$ cat config.mk
export PLATFORM = sky130hd
export DESIGN_NAME = actor_2_window_mean
export DESIGN_NICKNAME = d
export VERILOG_FILES = /design/src/rtl/actor_2_window_mean_pkg.sv /design/src/rtl/actor_2_window_mean_acc.sv /design/src/rtl/actor_2_window_mean.sv
export SDC_FILE = /design/constraint.sdc
export NUM_CORES = 1
export LEC_CHECK = 0
export ABC_AREA = 1
export BUFFER_PORTS_ARGS = -buffer_cell sky130_fd_sc_hd__buf_4
export CAP_MARGIN = 5
export CORE_UTILIZATION = 49
export CTS_CLUSTER_SIZE = 12
export DETAILED_ROUTE_END_ITERATION = 8
export GPL_ROUTABILITY_DRIVEN = 1
export PLACE_DENSITY = 0.79
export SYNTH_ARGS = -nofsm -noshare
export SYNTH_HDL_FRONTEND = slang
export SYNTH_SLANG_ARGS = --single-unit
$ cat constraint.sdc
create_clock -name CLK -period 2 [get_ports CLK]
set_input_delay 0.3 -clock CLK [delete_from_list [all_inputs] [get_ports CLK]]
set_output_delay 0.3 -clock CLK [all_outputs]
set_load 0.005 [all_outputs]
$ cat src/rtl/actor_2_window_mean_pkg.sv
// actor_2_window_mean_pkg: shared types, widths and sizing helper for the window-mean actor.
package actor_2_window_mean_pkg;
    typedef enum logic {ACCUM, EMIT} state_t;
    localparam int WINDOW_MAX = 128;
    localparam int DATA_W = 8;
    localparam int COUNT_W = 16;
    function automatic int sum_w(input int window);
        return DATA_W + $clog2(window);
    endfunction
endpackage

$ cat src/rtl/actor_2_window_mean_acc.sv
// actor_2_window_mean_acc: running sum and token count; flags the transfer that completes a window.
module actor_2_window_mean_acc
    import actor_2_window_mean_pkg::*;
#(
    parameter int WINDOW = 4
) (
    input  logic                        CLK,
    input  logic                        RESET,
    input  logic                        take,
    input  logic [DATA_W-1:0]           data,
    output logic [sum_w(WINDOW)-1:0]    sum_next,
    output logic                        done
);
    localparam int LG = $clog2(WINDOW);
    localparam int SW = sum_w(WINDOW);
    logic [SW-1:0] sum;
    logic [LG:0]   cnt;
    assign sum_next = sum + SW'(data);
    assign done = take && cnt == (LG+1)'(WINDOW - 1);
    always_ff @(posedge CLK) begin
        if (RESET || done) begin
            sum <= '0;
            cnt <= '0;
        end else if (take) begin
            sum <= sum_next;
            cnt <= cnt + 1'b1;
        end
    end
endmodule

$ cat src/rtl/actor_2_window_mean.sv
// actor_2_window_mean: averages WINDOW input tokens and offers the mean as one output token.
// Defining ACTOR_2_WINDOW_MEAN_ROUND_EN rounds the mean half up instead of truncating.
module actor_2_window_mean
    import actor_2_window_mean_pkg::*;
#(
    parameter int WINDOW = 4
) (
    input  logic               CLK,
    input  logic               RESET,
    input  logic [DATA_W-1:0]  x_DATA,
    input  logic [COUNT_W-1:0] x_COUNT,
    input  logic               x_SEND,
    output logic               x_ACK,
    output logic [DATA_W-1:0]  result_DATA,
    output logic [COUNT_W-1:0] result_COUNT,
    output logic               result_SEND,
    input  logic               result_ACK
);
    localparam int LG = $clog2(WINDOW);
    localparam int SW = sum_w(WINDOW);
    state_t state, next_state;
    logic [SW-1:0] sum_next;
    logic [DATA_W-1:0] mean;
    logic done;
    logic unused_count;
    assign unused_count = ^x_COUNT;
    actor_2_window_mean_acc #(.WINDOW(WINDOW)) u_acc (
        .CLK(CLK),
        .RESET(RESET),
        .take(x_SEND && x_ACK),
        .data(x_DATA),
        .sum_next(sum_next),
        .done(done)
    );
`ifdef ACTOR_2_WINDOW_MEAN_ROUND_EN
    logic [SW:0] rsum;
    assign rsum = {1'b0, sum_next} + (SW+1)'(WINDOW / 2);
    assign mean = DATA_W'(rsum >> LG);
`else
    assign mean = DATA_W'(sum_next >> LG);
`endif
    always_ff @(posedge CLK) begin
        state <= next_state;
        if (RESET)
            result_DATA <= '0;
        else if (done)
            result_DATA <= mean;
    end
    always_comb begin
        next_state = RESET ? ACCUM
                   : state == ACCUM ? (done ? EMIT : ACCUM)
                   : (result_ACK ? ACCUM : EMIT);
    end
    // x_ACK is gated by RESET so nothing is consumed in a reset cycle
    always_comb begin
        x_ACK = state == ACCUM && x_SEND && !RESET;
        result_SEND = state == EMIT;
        result_COUNT = {{(COUNT_W-1){1'b0}}, result_SEND};
    end
endmodule

==> impl_metrics.ini, run 1 <==
[synthesis]
yosys-top-cells-area = dfxtp_1, nand2_1, buf_4, ha_1, inv_1
yosys_warnings = 0
syn-cell-area_mm2 = 0.00147
ys_ff_latch = 22
postSynthAreaPerCell_um2 = 7.01
yosysSeqAreaShare_pct = 29.9
netlist.area_leader.share_pct = 29.9
yosys.area.top_type = dfxtp_1
yosysUniqueCellTypes = 30
synthCells = 210

[routing]
drtAntennaViolNets = 0
vias_per_cell = 4.79
drtIter0Drc = 56
drtPass1Iterations = 6
vias = 1250
routedWlPerCell_um = 10.3
drc = 7
drt-total-wl_um = 2680

[global_routing]
track_usage_pct = 17.9
grt_max_degree = 19
grt_overflow_total = 0
grt_pass1_vias = 1108
grt_pass1_wl_um = 4580
antenna_found_initial = 0

[setup_path]
cp_data_required_time_ns = 2.22
end_kind = register
criticalPathCategory = reg2reg
arrival_ns = 2.06
worstPathCellList = ha_1, inv_1, fa_1, o21ai_1, nand2_1, nand3_1, nand3_1, and2_1
cp_num_buf_inv = 1
rr_worst_depth = 8
cp_slowest_cell = fa_1
cpMostUsedCell = nand3_1
slowest_delay_ns = 0.40
critPathTopFamily = adder cells
cp_max_fo = 3
start_kind = register
cp.depth = 8

[sta]
worst_slack_ns = 0.165
grt_setup_unrepaired = no
post-route-period-util_pct = 91.8
period_needed_ns = 1.84
final_max_slew_viol_count = 0
hold_violations = 0
fmax_mhz = 545
setup_violations = 0
tns_ns = 0
skew_ns = 0.00589

[placement]
portBuffers = 22
routabilityCongestion = 0.874
place_ws_ns = 0.0991
place_area_mm2 = 0.00157
post-dp-hpwl_um = 2080

[layout]
syn_to_final_growth_pct = 9.09
layout_common_cells = nand2_1, inv_1, buf_4
fin_area_mm2 = 0.00161
num-nets-final = 270
final_common_cell = nand2_1
final_layout_size_suffix_gt1_share_pct = 15.7
antenna_cells = 0

[clocking]
cts_sinks = 22
clockRootBuffer = clkbuf_4
postCtsHoldBufs = 0
clockBufferDepth = 2
cts_resized = 0
clkLatencyLatePin_ns = 0.31
path_clk_slew_ns = 0.13
post_cts_buffers = 0
cts_tree = done
numCtsBuffers = 3
htreeDepth = 1

[power]
combPwrFrac_pct = 21.6
p_sw_w = 0.000271
cellInternalPower_w = 0.000645
ir_worst_vdd_mv = 0.465
switching_share_pct = 29.6
sequentialPowerShare_pct = 50.9
p_per_area_mw_per_mm2 = 570
p_leak_nw = 0.858
p_clk_share_pct = 27.5
power_w = 0.000915

[hold_path]
whs_path_depth = 2
hp-class = in2reg

[die]
core-area_mm2 = 0.00281
rows = 19
die_h_um = 56.8
top_level_ports = 54
start_util_pct = 52.5
die-area_mm2 = 0.00323
die_w_um = 56.8

[job]
drv_cap = 0

[run_status]
status = finished, violations left
violations = design-rule violations
==> cell families (layout without fill, tap and decap cells) <==
logic type      count (synthesis)  after routing  synth area share, %
xor+xnor                        3              3                 1.78
fa+ha+maj                      11             11                 9.86
buf+inv                        52             58                 19.4
simple gates                   93             93                 27.6
other cells                     1             15                0.255
flops                          22             22                 29.9
compound gates                 28             28                 11.2
==> state kept, by name, summed over array words and instances (netlist names) <==
name / cells
result_SEND: 1
u_acc.sum: 10
u_acc.cnt: 3
result_DATA: 8
==> synthesized netlist by cell type (all sizes together) <==
master	number
a21boi	1
a21o	1
a21oi	18
and2	1
buf	21
conb	1
dfxtp	22
fa	1
ha	10
inv	31
nand2	52
nand3	15
nand3b	1
nand4	2
nor2	18
o21a	1
o21ai	6
o31ai	1
or2	4
xnor2	1
xor2	2
==> layout make-up <==
class / instances / area [um^2]
fill: 298 / 1200
tap: 31 / 38.8
inverter: 31 / 119
clock buffer: 4 / 36.3
sequential: 22 / 440
multi-input combinational: 150 / 800
timing repair buffer: 23 / 173
==> worst reg2reg max path: stages, from the launching register on <==
cell and delay (ns):
dfxtp_1 0.35, ha_1 0.20, inv_1 0.07, fa_1 0.40
o21ai_1 0.29, nand2_1 0.12, nand3_1 0.12, nand3_1 0.07
and2_1 0.14
==> power by group through the flow <==
stage / registers [W] / clock network (W) / logic (W)
5_1_grt: 0.000468 / 0.000272 / 0.000227
3_5_place_dp: 0.000475 / 0 / 0.000197
3_3_place_gp: 0.000474 / 0 / 0.000193
6_report: 0.000466 / 0.000252 / 0.000198
4_1_cts: 0.000465 / 0.000255 / 0.000198
2_1_floorplan: 0.000473 / 0 / 0.000176
==> per-layer routing <==
metal | global-route usage [%] | share of wire (%)
met1 | 23.1 | 49
met3 | 4.38 | 4.6
met2 | 31.3 | 47
met4 | 1.74 | 0
met5 | 0 | 0
==> per-stage QoR <==
| step | std cells | utilization [%] | hold slack, ns |
|---|---|---|---|
| 2_1_floorplan | 224 | - | 0.392 |
| 3_3_place_gp | 257 | 56.0 | 0.441 |
| 3_5_place_dp | 257 | 56.0 | 0.450 |
| 4_1_cts | 261 | 57.3 | 0.145 |
| 5_1_grt | 261 | 57.3 | 0.133 |
| 6_report | 261 | 57.3 | 0.148 |
==> worst paths after layout <==
| check | start | to | slack [ns] |
|---|---|---|---|
| worst max-delay path | u_acc.sum[0]$_SDFFE_PP0N_ | result_DATA[6]$_SDFFE_PP0P_ | 0.16 |
| worst min-delay path | result_ACK | result_SEND$_SDFF_PP0_ | 0.15 |
| worst max register to register | u_acc.sum[0]$_SDFFE_PP0N_ | result_DATA[6]$_SDFFE_PP0P_ | 0.16 |
| worst min register to register | result_DATA[7]$_SDFFE_PP0P_ | result_DATA[7]$_SDFFE_PP0P_ | 0.46 |
Note: power is estimated with default switching activity, not from simulation.
==> inputs of run 2 (changes only) <==
- CORE_UTILIZATION: 49 -> 40
- PLACE_DENSITY: 0.79 -> 0.67
==> run 2 against run 1 <==
Effect of this change: fmax fell by 2.0%; via count is 2.6% lower; sequential share of layout area down 0.63 points; sequential power about the same; hold slack better by 0.059 ns; clock power increased by 28%; the run now ends clean; final cell count increased by 5.7%.
==> impl_metrics.ini, run 2 (synthesized netlist as in run 1, its figures left out) <==
[placement]
dp_cells = 272
portBuffers = 22
routabilityCongestion = 0.819
place_area_mm2 = 0.00159
post-dp-hpwl_um = 2030

[layout]
syn_to_final_growth_pct = 11.6
fillers = 373
fin_area_mm2 = 0.00164
final_layout_size_suffix_gt1_share_pct = 15.7
final_cell_count_no_fill = 276
antenna_cells = 0
final_common_cell = nand2_1
top_register = u_acc.sum
layout_common_cells = nand2_1, inv_1, buf_4
multi_input_comb_area_um2 = 800
top_regs = u_acc.sum (10), result_DATA (8), u_acc.cnt (3)
largest_reg_flops = 10
num-nets-final = 270
seq_area_um2 = 440

[sta]
hold_violations = 0
holdWs_ns = 0.207
final_max_slew_viol_count = 0
fmax_mhz = 534
grt_setup_unrepaired = no
period_needed_ns = 1.87
post-route-period-util_pct = 93.7
setup_violations = 0
skew_ns = 0.00928
tns_ns = 0

[setup_path]
slowest_delay_ns = 0.40
cp_slowest_cell = fa_1
critPathTopFamily = adder cells
criticalPathCategory = reg2reg
cp_max_fo = 3
worstPathCellList = ha_1, inv_1, fa_1, o21ai_1, nand2_1, nand3_1, nand3_1, and2_1
timing.rr.end = result_DATA[6]$_SDFFE_PP0P_
cp.depth = 8
cp_data_required_time_ns = 2.17
end_kind = register
cp_num_buf_inv = 1
crit-reg2reg-launch = u_acc.sum[0]$_SDFFE_PP0N_
start_kind = register
cpMostUsedCell = nand3_1
rr_worst_depth = 8
r2r_setup_slack_ns = 0.13
arrival_ns = 2.04

[routing]
drtIter0Drc = 87
drc = 0
vias = 1217
routedWlPerCell_um = 9.61
drtAntennaViolNets = 0
drtPass1Iterations = 4
vias_per_cell = 4.41
drt-total-wl_um = 2650

[clocking]
htreeDepth = 1
cts_tree = done
path_clk_slew_ns = 0.08
numCtsBuffers = 3
post_cts_buffers = 0
clockRootBuffer = clkbuf_8
cts_sinks = 22
postCtsHoldBufs = 0
clockBufferDepth = 2
cts_resized = 0
clkLatencyLatePin_ns = 0.27

[power]
p_per_area_mw_per_mm2 = 598
power_w = 0.000984
ir_worst_vdd_mv = 0.525
p_leak_nw = 0.866

[global_routing]
grt_overflow_total = 0
grt_pass1_wl_um = 4600
antenna_found_initial = 0
grt_pass1_vias = 1106
grt_max_degree = 19
track_usage_pct = 14.6

[hold_path]
min_to = result_SEND$_SDFF_PP0_
whs_path_depth = 2
hp-class = in2reg
hold_start = result_ACK

[die]
core-area_mm2 = 0.00344
die_h_um = 62.7
start_util_pct = 42.8
die_w_um = 62.7
top_level_ports = 54
die-area_mm2 = 0.00393
rows = 21

[job]
drv_cap = 0

[run_status]
status = finished, final reports clean
## run 2: per-stage QoR
step                utilization, %  worst slack (ns)
floorplan                        -             0.367
global route                  47.8            0.0135
detailed placement            46.2            0.0492
finish                        47.8             0.127
CTS                           47.8            0.0938
global placement              46.2            0.0658
## run 2: power by group
group / internal, W / switching (W)
Combinational: 0.0000786 / 0.000118
Sequential: 0.000455 / 0.00000999
Clock: 0.000176 / 0.000147
Total: 0.000709 / 0.000275
## run 2: worst max-delay path by stage
stage          slack (ns)                           to                 startpoint
2_1_floorplan        0.37  result_DATA[6]$_SDFFE_PP0P_  u_acc.sum[0]$_SDFFE_PP0N_
3_3_place_gp         0.07  result_DATA[6]$_SDFFE_PP0P_                  x_DATA[0]
3_5_place_dp         0.05  result_DATA[6]$_SDFFE_PP0P_                  x_DATA[0]
4_1_cts              0.09  result_DATA[6]$_SDFFE_PP0P_  u_acc.sum[0]$_SDFFE_PP0N_
5_1_grt              0.01  result_DATA[6]$_SDFFE_PP0P_  u_acc.sum[0]$_SDFFE_PP0N_
6_report             0.13  result_DATA[6]$_SDFFE_PP0P_  u_acc.sum[0]$_SDFFE_PP0N_
## run 2: per-layer routing
layer	vias up	share of wire, %	GRT usage [%]
met5	-	0	0
met4	0	0.30	2.62
met3	2	4.2	3.47
met2	30	46	24.2
met1	518	50	19.3
li1	667	-	-
## run 2: area by class of cell
type	count	share of cell area (%)
multi-input combinational	150	48.6
sequential	22	26.8
clock buffer	4	3.35
inverter	31	7.23
timing repair buffer	23	10.5
tap	46	3.50
